==> src/rtl/mtr_pwm_decode.sv <==
// mtr_pwm_decode: receive side of the motor PWM link. Recovers the signed
// 11-bit speed command of each motor from the PWM1 high time, reports
// malformed periods, and latches a sticky shoot-through flag when both legs
// of an H-bridge pair are high in the same cycle.

// One decode channel: measures period and high time of a registered PWM1
// stream and converts the high time into a two's complement speed.
module mtr_pwm_chan #(
    parameter int PERIOD = 2048,
    parameter int TMO    = 2100
) (
    input  logic        clk,
    input  logic        rst,
    input  logic        pwm,       // registered PWM1 level
    input  logic        rise,      // registered PWM1 rising edge
    output logic [10:0] spd,
    output logic        vld,
    output logic        per_err
);
    localparam int          STAGES   = 2;
    localparam logic [11:0] PER_CNT  = 12'(PERIOD);
    // Timeout fires on the cycle the period counter would reach TMO, so a
    // static input produces one update exactly every TMO cycles.
    localparam logic [11:0] TMO_LAST = 12'(TMO - 1);
    localparam logic [10:0] MID      = 11'h400;
    localparam logic [10:0] HMAX     = 11'h7FF;
    localparam logic [10:0] FULL     = 11'h3FF;

    typedef enum logic {WAIT, MEAS} state_t;

    state_t             state, state_nxt;
    logic [11:0]        pcnt, pcnt_nxt;
    logic [10:0]        hcnt, hcnt_nxt;
    logic               upd, err;
    logic [10:0]        res, res_q;
    logic [STAGES:1]    vld_pipe, err_pipe;

    // Measurement state and counters.
    always_ff @(posedge clk or posedge rst) begin
        if (rst) begin
            state <= WAIT;
            pcnt  <= '0;
            hcnt  <= '0;
        end else begin
            state <= state_nxt;
            pcnt  <= pcnt_nxt;
            hcnt  <= hcnt_nxt;
        end
    end

    // Next-state logic: a rising edge always wins over a coincident timeout;
    // only an edge seen in MEAS closes a measured period.
    always_comb begin
        state_nxt = state;
        pcnt_nxt  = pcnt + 12'd1;
        hcnt_nxt  = hcnt;
        upd       = 1'b0;
        err       = 1'b0;
        res       = MID;
        if (rise) begin
            state_nxt = MEAS;
            pcnt_nxt  = 12'd1;
            hcnt_nxt  = 11'd1;
            if (state == MEAS) begin
                if (pcnt == PER_CNT) begin
                    upd = 1'b1;
                    res = hcnt - MID;
                end else begin
                    err = 1'b1;
                end
            end
        end else if (pcnt == TMO_LAST) begin
            // Static line: report full reverse or full forward.
            state_nxt = WAIT;
            pcnt_nxt  = '0;
            upd       = 1'b1;
            res       = pwm ? FULL : MID;
        end else if (state == MEAS && pwm && hcnt != HMAX) begin
            hcnt_nxt = hcnt + 11'd1;
        end
    end

    // Two-stage result pipeline; the update becomes visible together with vld.
    always_ff @(posedge clk or posedge rst) begin
        if (rst) begin
            vld_pipe <= '0;
            err_pipe <= '0;
            res_q    <= '0;
            spd      <= '0;
        end else begin
            vld_pipe <= {vld_pipe[STAGES-1:1], upd};
            err_pipe <= {err_pipe[STAGES-1:1], err};
            if (upd)
                res_q <= res;
            if (vld_pipe[1])
                spd <= res_q;
        end
    end

    assign vld     = vld_pipe[STAGES];
    assign per_err = err_pipe[STAGES];
endmodule

// Top: input registration, two independent channels, shoot-through flag.
module mtr_pwm_decode #(
    parameter int PERIOD = 2048,
    parameter int TMO    = 2100
) (
    input  logic        clk,
    input  logic        rst,
    input  logic        lftPWM1,
    input  logic        lftPWM2,
    input  logic        rghtPWM1,
    input  logic        rghtPWM2,
    input  logic        clr_flt,
    output logic [10:0] lft_spd,
    output logic [10:0] rght_spd,
    output logic        lft_vld,
    output logic        rght_vld,
    output logic        per_err,
    output logic        shoot_thru
);
    localparam int NUM_CH = 2;   // index 0 = left, 1 = right

    logic [NUM_CH-1:0]       pwm1_r, pwm1_d, pwm2_r;
    logic [NUM_CH-1:0]       rise, vld_ch, err_ch;
    logic [NUM_CH-1:0][10:0] spd_ch;

    // Single registration stage; inputs share this clock domain.
    always_ff @(posedge clk or posedge rst) begin
        if (rst) begin
            pwm1_r <= '0;
            pwm1_d <= '0;
            pwm2_r <= '0;
        end else begin
            pwm1_r <= {rghtPWM1, lftPWM1};
            pwm2_r <= {rghtPWM2, lftPWM2};
            pwm1_d <= pwm1_r;
        end
    end

    assign rise = pwm1_r & ~pwm1_d;

    for (genvar g = 0; g < NUM_CH; g++) begin : g_ch
        mtr_pwm_chan #(
            .PERIOD (PERIOD),
            .TMO    (TMO)
        ) u_chan (
            .clk     (clk),
            .rst     (rst),
            .pwm     (pwm1_r[g]),
            .rise    (rise[g]),
            .spd     (spd_ch[g]),
            .vld     (vld_ch[g]),
            .per_err (err_ch[g])
        );
    end

    // Sticky overlap flag; a live overlap beats a clear request.
    always_ff @(posedge clk or posedge rst) begin
        if (rst)
            shoot_thru <= 1'b0;
        else if (|(pwm1_r & pwm2_r))
            shoot_thru <= 1'b1;
        else if (clr_flt)
            shoot_thru <= 1'b0;
    end

    assign lft_spd  = spd_ch[0];
    assign rght_spd = spd_ch[1];
    assign lft_vld  = vld_ch[0];
    assign rght_vld = vld_ch[1];
    assign per_err  = |err_ch;
endmodule

==> config.mk <==
export PLATFORM = sky130hd
export DESIGN_NAME = mtr_pwm_decode
export DESIGN_NICKNAME = d
export VERILOG_FILES = /design/src/rtl/mtr_pwm_decode.sv
export SDC_FILE = /design/constraint.sdc
export NUM_CORES = 1
export LEC_CHECK = 0
export BUFFER_PORTS_ARGS = -buffer_cell sky130_fd_sc_hd__buf_4
export CAP_MARGIN = 20
export CORE_MARGIN = 1
export CORE_UTILIZATION = 35
export CTS_BUF_LIST = sky130_fd_sc_hd__clkbuf_16
export CTS_CLUSTER_SIZE = 20
export DETAILED_ROUTE_END_ITERATION = 8
export PLACE_DENSITY = 0.49
export SLEW_MARGIN = 20
export SYNTH_ARGS = -nofsm -noshare
export SYNTH_HDL_FRONTEND = slang
export SYNTH_SLANG_ARGS = --single-unit
==> constraint.sdc <==
create_clock -name clk -period 4 [get_ports clk]
set_input_delay 1.2 -clock clk [delete_from_list [all_inputs] [get_ports clk]]
set_output_delay 1.2 -clock clk [all_outputs]
set_load 0.03 [all_outputs]
==> reports/results.ini, run 1 <==
[clock_tree]
total_clock_sinks=107
root_buffer=clkbuf_16
post_cts.repair.setup_buffers=0
numCtsBuffers=9
cts_max_path_buffers=2
tritoncts_clock_tree=yes
clk_pin_slew_ns=0.07
h-tree-depth=3
cts.hold.buffers_added=0
cts-resized-gates=0
clock_latency_ns=0.34

[yosys]
synthAdderAreaFrac=0.0159
ys_dominant_reg_cell=dfrtp_1
synth-xor-area-share=0.0371
synth_top_family_by_area=simple AND/OR/NAND/NOR gates
synth_seq_cells=107
syn_area_per_cell_um2=12.0
synth-async-reset-ratio=1.00
synth-edff-count=0
syn-cell-area_mm2=0.00472
synth_simple_gate_area_share=0.169
postSynthCellCount=394
synth_compound_gate_area_share=0.130
number_of_warnings_issued_by_yosys=0
synth_seq_area_share=0.567
netlist-cell-type-count=54
mappedNetlistNets=407
yosys-mux-area-fraction=0.0548

[floorplan]
ioPinCount=33
die_h_um=118
floorplan.rows=42
core_region_area_mm2=0.0132
area_of_the_die_mm2=0.0140
start_util=0.358
die_width_um=118

[run]
maxCapViolations=0

[detailed_routing]
wire_length_per_cell_um=14.9
drt.antenna.violating_nets=0
routed_met2_length_mm=3.95
drc=0
maxUsedRoutingLayer=met4
first_iter_violations=148
met3_length_um=374
routed_via_density=5.32
totalWireLength_mm=9.02
vias=3229
total_routed_wire_length_on_the_met1_layer_mm=4.54
detail_route.first_pass.iterations=4

[timing]
timing.final.setup_violations=0
final_min_period_over_clock_period=0.599
worst_slew_pin_slew_ns=0.905
final.min_clock_period_ns=2.39
maxSlewViolCount=0
grt_setup_unrepaired=no
timing.fmax_mhz=418
finalSetupTns_ns=0
finalClockSkew_ns=0.00798
final-hold-violation-count=0
slew_headroom=0.392

[place]
gp_congestion=0.791
placement.io_buffers=32
dpl.hpwl_mm=6.11

[layout]
fill_cells=1276
layout-drive-gt1-share=0.216
nNetsFinal=439
area_delta_synth_final_pct=14.8
layout.cells.most_common_list=107 x dfrtp_1, 34 x buf_4, 31 x nor2_1
leading_cell_type_in_the_layout_fill_and_taps_excluded=dfrtp_1
num_antenna_cells=0

[power_and_ir_drop]
leakagePower_nw=2.52
power.density_mw_per_mm2=418
power_mw=2.27
power.ir.vdd_worst_v=0.000186

[outcome]
run_status=finished clean

[min_path]
worstHoldStart=g_ch[1].u_chan.err_pipe[1]
worstHoldPathType=register to register

[worst_setup_path]
worst_r2r_startpoint=g_ch[0].u_chan.pcnt[2]
critPathLaunchType=register
critical_path.startpoint=g_ch[0].u_chan.pcnt[2]
cp-end-kind=register
worst_path_max_delay_cell=nor4_4
critical_path_class=register to register
timing.critical_path.fanout_max=12
crit_required_ns=4.23
worstPathCellList=or4_4 -> nor4_4 -> a21oi_2 -> a221o_1
critPathMaxStageDelay_ns=0.67
timing.critical_path.arrival_ns=2.62

[global_routing]
globalRoute.totalOverflow=0
track_usage=0.142
first_pass_grt_wire_length_mm=15.9
via_count_of_the_first_global_routing_pass=3098
grt_start_max_net_pins=78
antenna_found_initial=0

## state kept, by name, indices dropped and copies added (netlist names)
signal	flops
g_ch.u_chan.hcnt	22
g_ch.u_chan.vld_pipe	4
pwm2_r	2
pwm1_d	2
g_ch.u_chan.res_q	22
g_ch.u_chan.state	2
pwm1_r	2
g_ch.u_chan.spd	22
g_ch.u_chan.pcnt	24
g_ch.u_chan.err_pipe	4
shoot_thru	1
## area by class of cell
class	instances	area [µm²]	area share
timing repair buffer	35	275	0.0508
sequential	107	2680	0.494
multi-input combinational	260	1930	0.355
tap	176	220	0.0406
clock buffer	9	225	0.0415
inverter	13	52.6	0.00969
clock inverter	7	45.0	0.00831
## per-stage QoR
stage          area (µm²)  hold slack [ns]  setup WS, ns  std cells  utilization
2_1_floorplan        4730            0.331          1.51        394            -
3_3_place_gp         5150            0.335          1.66        591        0.390
3_5_place_dp         5150            0.335          1.61        591        0.390
4_1_cts              5420            0.351          1.60        607        0.411
5_1_grt              5420            0.370          1.41        607        0.411
6_report             5420            0.349          1.61        607        0.411
## report_power, final
part           switching, mW  internal, mW
Combinational          0.149         0.102
Clock                  0.388         0.420
Sequential            0.0714          1.14
## path summary, 6_finish.rpt
check	endpoint	slack [ns]	cells past startpoint
worst max-delay path	g_ch[0].u_chan.res_q[5]	1.61	4
worst min-delay path	g_ch[1].u_chan.err_pipe[2]	0.35	0
worst max register to register	g_ch[0].u_chan.res_q[5]	1.61	4
worst min register to register	g_ch[1].u_chan.err_pipe[2]	0.35	0
max in group asynchronous	g_ch[0].u_chan.pcnt[10]	2.22	3
min in group asynchronous	g_ch[0].u_chan.spd[9]	0.95	2
## routing by layer
layer / GRT usage / vias to the layer above
met5: 0 / -
met4: 0.0577 / 0
met3: 0.0265 / 12
met2: 0.211 / 58
met1: 0.205 / 1609
li1: - / 1550
## cells by family (layout without fill, tap and decap cells)
| logic type | after synthesis | in the layout |
|---|---|---|
| XOR/XNOR | 20 | 20 |
| flip-flops | 107 | 107 |
| multiplexers | 23 | 23 |
| AND/OR/NAND/NOR | 136 | 136 |
| adder cells (fa/ha/maj) | 6 | 6 |
| buffers and inverters | 27 | 64 |
| AO/OA/AOI/OAI | 75 | 75 |
## synthesized netlist by cell type, types with 2 or more instances
cell        n  share of area
a21oi_1    14          0.015
a221o_1    19          0.040
a311oi_1    2         0.0037
a31oi_1     4         0.0053
a41o_1      3         0.0064
and2_1      3         0.0040
and3_1      8          0.011
and4_1      4         0.0074
buf_2       6         0.0064
clkbuf_1    6         0.0048
dfrtp_1   107           0.57
ha_1        6          0.016
inv_1      13          0.010
mux2_2     23          0.055
nand2_1    16          0.013
nand2b_1    3         0.0040
nand3_1    18          0.019
nand3b_1    2         0.0032
nand4_1    11          0.015
nor2_1     31          0.025
nor2b_1     2         0.0026
nor3_1      4         0.0042
nor4_1      4         0.0053
o211ai_1    2         0.0032
o21ai_0     8         0.0085
o311ai_4    2          0.011
o31ai_1    11          0.017
or2_2       2         0.0026
or3_1       6         0.0079
or3b_2      2         0.0037
or4_1       9          0.014
or4_4       2         0.0048
or4b_4      2         0.0058
xnor2_1     8          0.015
xor2_1     12          0.022
## critical path: cells and delay by family, from the launching register on
kind               cells  cell delay (ns)
AOI/OAI and AO/OA      2             0.57
and+or+nand+nor        2             1.28
DFF                    1             0.42
No activity file was read; power rests on OpenSTA's default activity.
==> run 2, diff against run 1 <==
PLACE_DENSITY = 0.47   (was 0.49)
clock period = 2.3 ns   (was 4 ns; I/O delays follow)
==> run 2 against run 1 <==
Net effect: clock skew is essentially flat; critical path depth unchanged; die area did not move; final area rose by 2.3%; flip-flop and latch count unchanged; clock-buffer cell count is the same; setup slack worse by 1.4 ns; critical endpoint is now g_ch[0].u_chan.res_q[10]; largest power group unchanged; register-to-register slack worse by 1.4 ns; sequential power grew 74%; power up 89%; combinational power up 74%.
==> reports/results.ini, run 2 (same netlist as run 1, synthesis figures left out) <==
[outcome]
run_status=finished clean  ; unchanged

[floorplan]
core_region_area_mm2=0.0132  ; unchanged
area_of_the_die_mm2=0.0140  ; unchanged
ioPinCount=33  ; unchanged
die_width_um=118  ; unchanged
floorplan.rows=42  ; unchanged
start_util=0.358  ; unchanged
die_h_um=118  ; unchanged

[clock_tree]
clock_latency_ns=0.35  ; was 0.34 ns
tritoncts_clock_tree=yes  ; unchanged
h-tree-depth=3  ; unchanged
total_clock_sinks=107  ; unchanged
clk_pin_slew_ns=0.07  ; about the same
cts-resized-gates=0  ; unchanged
numCtsBuffers=9  ; unchanged
post_cts.repair.setup_buffers=0  ; unchanged
root_buffer=clkbuf_16  ; unchanged
cts_max_path_buffers=2  ; unchanged
cts.hold.buffers_added=0  ; unchanged

[layout]
multi_input_area_mm2=0.00192  ; was 0.00193 mm²
layout.cells.most_common_list=107 x dfrtp_1, 42 x buf_4, 31 x nor2_1  ; was 107 x dfrtp_1, 34 x buf_4, 31 x nor2_1
fill_cells=1283  ; was 1,276
layout.area.seq_mm2=0.00268  ; unchanged
final_cell_count_no_fill=615  ; was 607
top_register=g_ch.u_chan.pcnt  ; unchanged
leading_cell_type_in_the_layout_fill_and_taps_excluded=dfrtp_1  ; unchanged
flip_flop_count_of_the_largest_register_after_layout=24  ; unchanged
nNetsFinal=447  ; was 439
area_delta_synth_final_pct=17.4  ; was 14.8%
layout-drive-gt1-share=0.230  ; was 0.216
num_antenna_cells=0  ; unchanged

[timing]
finalSetupTns_ns=0  ; unchanged
maxSlewViolCount=0  ; unchanged
final-hold-violation-count=0  ; unchanged
finalClockSkew_ns=0.00829  ; was 0.00798 ns
final.min_clock_period_ns=2.10  ; was 2.39 ns
grt_setup_unrepaired=no  ; unchanged
timing.fmax_mhz=477  ; was 418 MHz
slew_headroom=0.623  ; was 0.392
worst_slew_pin_slew_ns=0.564  ; was 0.905 ns
timing.final.setup_violations=0  ; unchanged
final_min_period_over_clock_period=0.911  ; was 0.599

[place]
gp_congestion=0.783  ; was 0.791
placement.io_buffers=32  ; unchanged
dpl.hpwl_mm=6.11  ; about the same
placed_cells_incl_taps=599  ; was 591

[worst_setup_path]
timing.critical_path.fanout_max=11  ; was 12
critPathLaunchType=register  ; unchanged
critical_path_class=register to register  ; unchanged
ff2ff_path_depth=4  ; unchanged
crit_required_ns=2.49  ; was 4.23 ns
cp-end-kind=register  ; unchanged
timing.critical_path.arrival_ns=2.28  ; was 2.62 ns

[power_and_ir_drop]
power.switching_mw=1.05  ; was 0.608 mW
pwr-share-clk=0.406  ; was 0.357
swShare=0.246  ; was 0.268
comb_power_share=0.102  ; was 0.111
leakagePower_nw=2.59  ; was 2.52 nW
power.share.sequential=0.491  ; was 0.533
power.density_mw_per_mm2=770  ; was 418 mW/mm²
power_mw=4.27  ; was 2.27 mW
p_int_mw=3.22  ; was 1.66 mW
power.ir.vdd_worst_v=0.000360  ; was 0.000186 V

[global_routing]
via_count_of_the_first_global_routing_pass=3205  ; was 3,098
track_usage=0.142  ; about the same
grt_start_max_net_pins=108  ; was 78
first_pass_grt_wire_length_mm=15.9  ; about the same
globalRoute.totalOverflow=0  ; unchanged
antenna_found_initial=0  ; unchanged

[detailed_routing]
drc=0  ; unchanged
routed_via_density=5.24  ; was 5.32
vias=3224  ; was 3,229
totalWireLength_mm=8.96  ; was 9.02 mm
drt.antenna.violating_nets=0  ; unchanged
detail_route.first_pass.iterations=4  ; unchanged
first_iter_violations=174  ; was 148
wire_length_per_cell_um=14.6  ; was 14.9 µm

[min_path]
worstHoldPathType=register to register  ; unchanged
hold_depth=0  ; unchanged

[run]
maxCapViolations=0  ; unchanged

[run 2: layer usage]
layer	GRT usage	part of all wire	up-vias
li1	-	-	1567
met1	0.201	0.51	1591
met2	0.210	0.43	51
met3	0.0246	0.032	15
met4	0.0721	0.024	0
met5	0	0	-
[run 2: worst paths after layout]
kind                       slack (ns)                         end                        from
hold / removal                   0.35  g_ch[0].u_chan.err_pipe[2]  g_ch[0].u_chan.err_pipe[1]
setup reg to reg                 0.20    g_ch[0].u_chan.res_q[10]      g_ch[0].u_chan.pcnt[2]
setup / recovery                 0.20    g_ch[0].u_chan.res_q[10]      g_ch[0].u_chan.pcnt[2]
min in group asynchronous        0.52  g_ch[0].u_chan.vld_pipe[2]                         rst
hold reg to reg                  0.35  g_ch[0].u_chan.err_pipe[2]  g_ch[0].u_chan.err_pipe[1]
max in group asynchronous        1.38     g_ch[0].u_chan.pcnt[10]                         rst
[run 2: final cells by class]
| cell class | instances | area share |
|---|---|---|
| repair buffers | 43 | 0.0604 |
| multi-input cells | 260 | 0.346 |
| well taps | 176 | 0.0397 |
| clock buffers | 9 | 0.0406 |
| inverters | 13 | 0.00947 |
| flip-flops and latches | 107 | 0.483 |
| clock inverters | 7 | 0.0207 |
[run 2: power groups by stage]
stage	Sequential (mW)	Combinational [mW]	Clock [mW]
2_1_floorplan	2.10	0.355	0
3_3_place_gp	2.13	0.439	0
3_5_place_dp	2.13	0.444	0
4_1_cts	2.10	0.447	1.80
5_1_grt	2.12	0.502	1.87
6_report	2.10	0.437	1.74
[run 2: stage by stage]
step	instance area (µm²)	worst slack [ns]	utilization	hold slack (ns)
floorplan	4730	0.309	-	0.331
global placement	5210	0.252	0.395	0.335
detailed placement	5210	0.216	0.395	0.336
CTS	5550	0.203	0.421	0.352
global route	5550	0.105	0.421	0.367
finish	5550	0.205	0.421	0.348
[run 2: critical path, cell delays in order, from the launching register on]
cell and delay (ns):
dfrtp_1 0.43, or4_4 0.62, nor3_2 0.33, and3_1 0.48
a221oi_1 0.09
==> run 3, diff against run 2 <==
clock period = 2 ns   (was 2.3 ns; I/O delays follow)
==> run 3 against run 2 <==
Net effect: setup slack got worse by 0.15 ns; routed wire length rose by 4.2%; die area stayed put; register-to-register slack got worse by 0.15 ns.
==> reports/results.ini, run 3 (same netlist as run 1, synthesis figures left out) <==
[floorplan]
die_width_um=118  ; unchanged
start_util=0.358  ; unchanged
ioPinCount=33  ; unchanged
floorplan.rows=42  ; unchanged
die_h_um=118  ; unchanged
area_of_the_die_mm2=0.0140  ; unchanged
core_region_area_mm2=0.0132  ; unchanged

[layout]
nNetsFinal=478  ; was 447
top_register=g_ch.u_chan.pcnt  ; unchanged
layout-drive-gt1-share=0.294  ; was 0.230
layout.cells.most_common_list=107 x dfrtp_1, 69 x buf_4, 31 x nor2_1  ; was 107 x dfrtp_1, 42 x buf_4, 31 x nor2_1
flip_flop_count_of_the_largest_register_after_layout=24  ; unchanged
final_design_area_no_fill_mm2=0.00582  ; was 0.00555 mm²
area_delta_synth_final_pct=23.2  ; was 17.4%
fill_cells=1268  ; was 1,283
final_core_utilization=0.441  ; was 0.421
leading_cell_type_in_the_layout_fill_and_taps_excluded=dfrtp_1  ; unchanged
num_antenna_cells=0  ; unchanged

[detailed_routing]
first_iter_violations=131  ; was 174
drc=0  ; unchanged
wire_length_per_cell_um=14.4  ; was 14.6 µm
drt.antenna.violating_nets=0  ; unchanged
vias=3278  ; was 3,224
totalWireLength_mm=9.33  ; was 8.96 mm
detail_route.first_pass.iterations=4  ; unchanged
routed_via_density=5.07  ; was 5.24

[worst_setup_path]
critical_path.startpoint=g_ch[1].u_chan.pcnt[9]  ; was g_ch[0].u_chan.pcnt[2]
reg_to_reg_end=g_ch[1].u_chan.res_q[2]  ; was g_ch[0].u_chan.res_q[10]
ff2ff_path_depth=4  ; unchanged
crit_required_ns=2.23  ; was 2.49 ns
setup.reg_to_reg.worst_slack_ns=0.06  ; was 0.20 ns
cpLargestDelayFamily=simple AND/OR/NAND/NOR gates  ; unchanged
timing.critical_path.fanout_max=12  ; was 11
critPathMaxStageDelay_ns=0.58  ; was 0.62 ns
critical_path_cell_count=4  ; unchanged
worstPathCellList=or4b_4 -> or2_4 -> nand2b_4 -> a221o_2  ; was or4_4 -> nor3_2 -> and3_1 -> a221oi_1
worst_r2r_startpoint=g_ch[1].u_chan.pcnt[9]  ; was g_ch[0].u_chan.pcnt[2]
timing.critical_path.arrival_ns=2.18  ; was 2.28 ns
endpoint=g_ch[1].u_chan.res_q[2]  ; was g_ch[0].u_chan.res_q[10]
worst_path_max_delay_cell=or4b_4  ; was or4_4
critPathLaunchType=register  ; unchanged
cp-end-kind=register  ; unchanged
critical_path_class=register to register  ; unchanged
worst_path_buffer_plus_inverter_count=0  ; unchanged

[timing]
timing.fmax_mhz=515  ; was 477 MHz
slew_headroom=0.623  ; about the same
final_min_period_over_clock_period=0.972  ; was 0.911
finalClockSkew_ns=0.00575  ; was 0.00829 ns
timing.final.setup_violations=0  ; unchanged
grt_setup_unrepaired=yes  ; was no
finalSetupTns_ns=0  ; unchanged
hold_slack_ns=0.351  ; was 0.348 ns
worst_slew_pin_slew_ns=0.565  ; was 0.564 ns
final-hold-violation-count=0  ; unchanged
maxSlewViolCount=0  ; unchanged
final.min_clock_period_ns=1.94  ; was 2.10 ns

[place]
gp_congestion=0.782  ; was 0.783
cell_area_after_placement_mm2=0.00544  ; was 0.00521 mm²
placement.io_buffers=32  ; unchanged
dpl.hpwl_mm=6.35  ; was 6.11 mm

[clock_tree]
clock_latency_ns=0.35  ; about the same
tritoncts_clock_tree=yes  ; unchanged
h-tree-depth=3  ; unchanged
total_clock_sinks=107  ; unchanged
root_buffer=clkbuf_16  ; unchanged
numCtsBuffers=9  ; unchanged
clk_pin_slew_ns=0.07  ; about the same
cts.hold.buffers_added=0  ; unchanged
cts_max_path_buffers=2  ; unchanged

[power_and_ir_drop]
leakagePower_nw=2.74  ; was 2.59 nW
power.ir.vdd_worst_v=0.000363  ; was 0.000360 V
power.density_mw_per_mm2=814  ; was 770 mW/mm²

[global_routing]
track_usage=0.146  ; was 0.142
globalRoute.totalOverflow=0  ; unchanged
first_pass_grt_wire_length_mm=16.2  ; was 15.9 mm
grt_start_max_net_pins=108  ; unchanged
antenna_found_initial=0  ; unchanged
via_count_of_the_first_global_routing_pass=3246  ; was 3,205

[min_path]
hold_depth=0  ; unchanged
worstHoldPathType=register to register  ; unchanged

[outcome]
run_status=finished clean  ; unchanged

[run]
maxCapViolations=0  ; unchanged

-- run 3: changes by cell type in the layout (fill, tap and decap cells not counted), sizes merged --
cell | before | now
bufinv | 3 | 0
buf | 43 | 74
clkinvlp | 1 | 2
clkinv | 2 | 4
-- run 3: timing repair --
| item | 4_1_cts | 5_1_grt |
|---|---|---|
| gates resized for setup | 2 | 9 |
| setup buffers | 0 | 5 |
| setup endpoints to repair | 9 | 35 |
| pin swaps | 1 | 11 |
-- run 3: layout make-up --
| type | instances | area [µm²] | share of cell area |
|---|---|---|---|
| flip-flops and latches | 107 | 2680 | 0.460 |
| multi-input cells | 260 | 1980 | 0.340 |
| repair buffers | 74 | 618 | 0.106 |
| clock buffers | 9 | 225 | 0.0387 |
| well taps | 176 | 220 | 0.0378 |
| inverters | 13 | 52.6 | 0.00903 |
| clock inverters | 7 | 50.0 | 0.00860 |
-- run 3: per-layer routing --
metal / part of all wire / track usage / vias up
li1: - / - / 1619
met1: 0.50 / 0.204 / 1604
met2: 0.45 / 0.220 / 43
met3: 0.024 / 0.0251 / 12
met4: 0.020 / 0.0705 / 0
met5: 0 / 0 / -
-- run 3: how the worst min path moves through the flow --
stage                                          start                         end  slack [ns]
final                     g_ch[0].u_chan.err_pipe[1]  g_ch[0].u_chan.err_pipe[2]        0.35
after CTS                                   rghtPWM1                   pwm1_r[1]        0.34
after global placement    g_ch[0].u_chan.err_pipe[1]  g_ch[0].u_chan.err_pipe[2]        0.33
after detailed placement  g_ch[0].u_chan.err_pipe[1]  g_ch[0].u_chan.err_pipe[2]        0.34
after floorplan           g_ch[0].u_chan.err_pipe[1]  g_ch[0].u_chan.err_pipe[2]        0.33
after global routing                        rghtPWM2                   pwm2_r[1]        0.34
-- run 3: power breakdown --
| group | switching [mW] | internal (mW) |
|---|---|---|
| clock | 0.812 | 0.852 |
| sequential | 0.0975 | 2.27 |
| combinational | 0.386 | 0.322 |
| total | 1.30 | 3.45 |
-- run 3: through the flow --
step / cells / power (mW) / setup slack, ns
floorplan: 394 / 2.82 / 0.00879
global placement: 625 / 3.07 / 0.0316
detailed placement: 625 / 3.09 / -0.0189
CTS: 641 / 4.78 / 0.000647
global route: 646 / 5.00 / -0.0144
finish: 646 / 4.74 / 0.0568
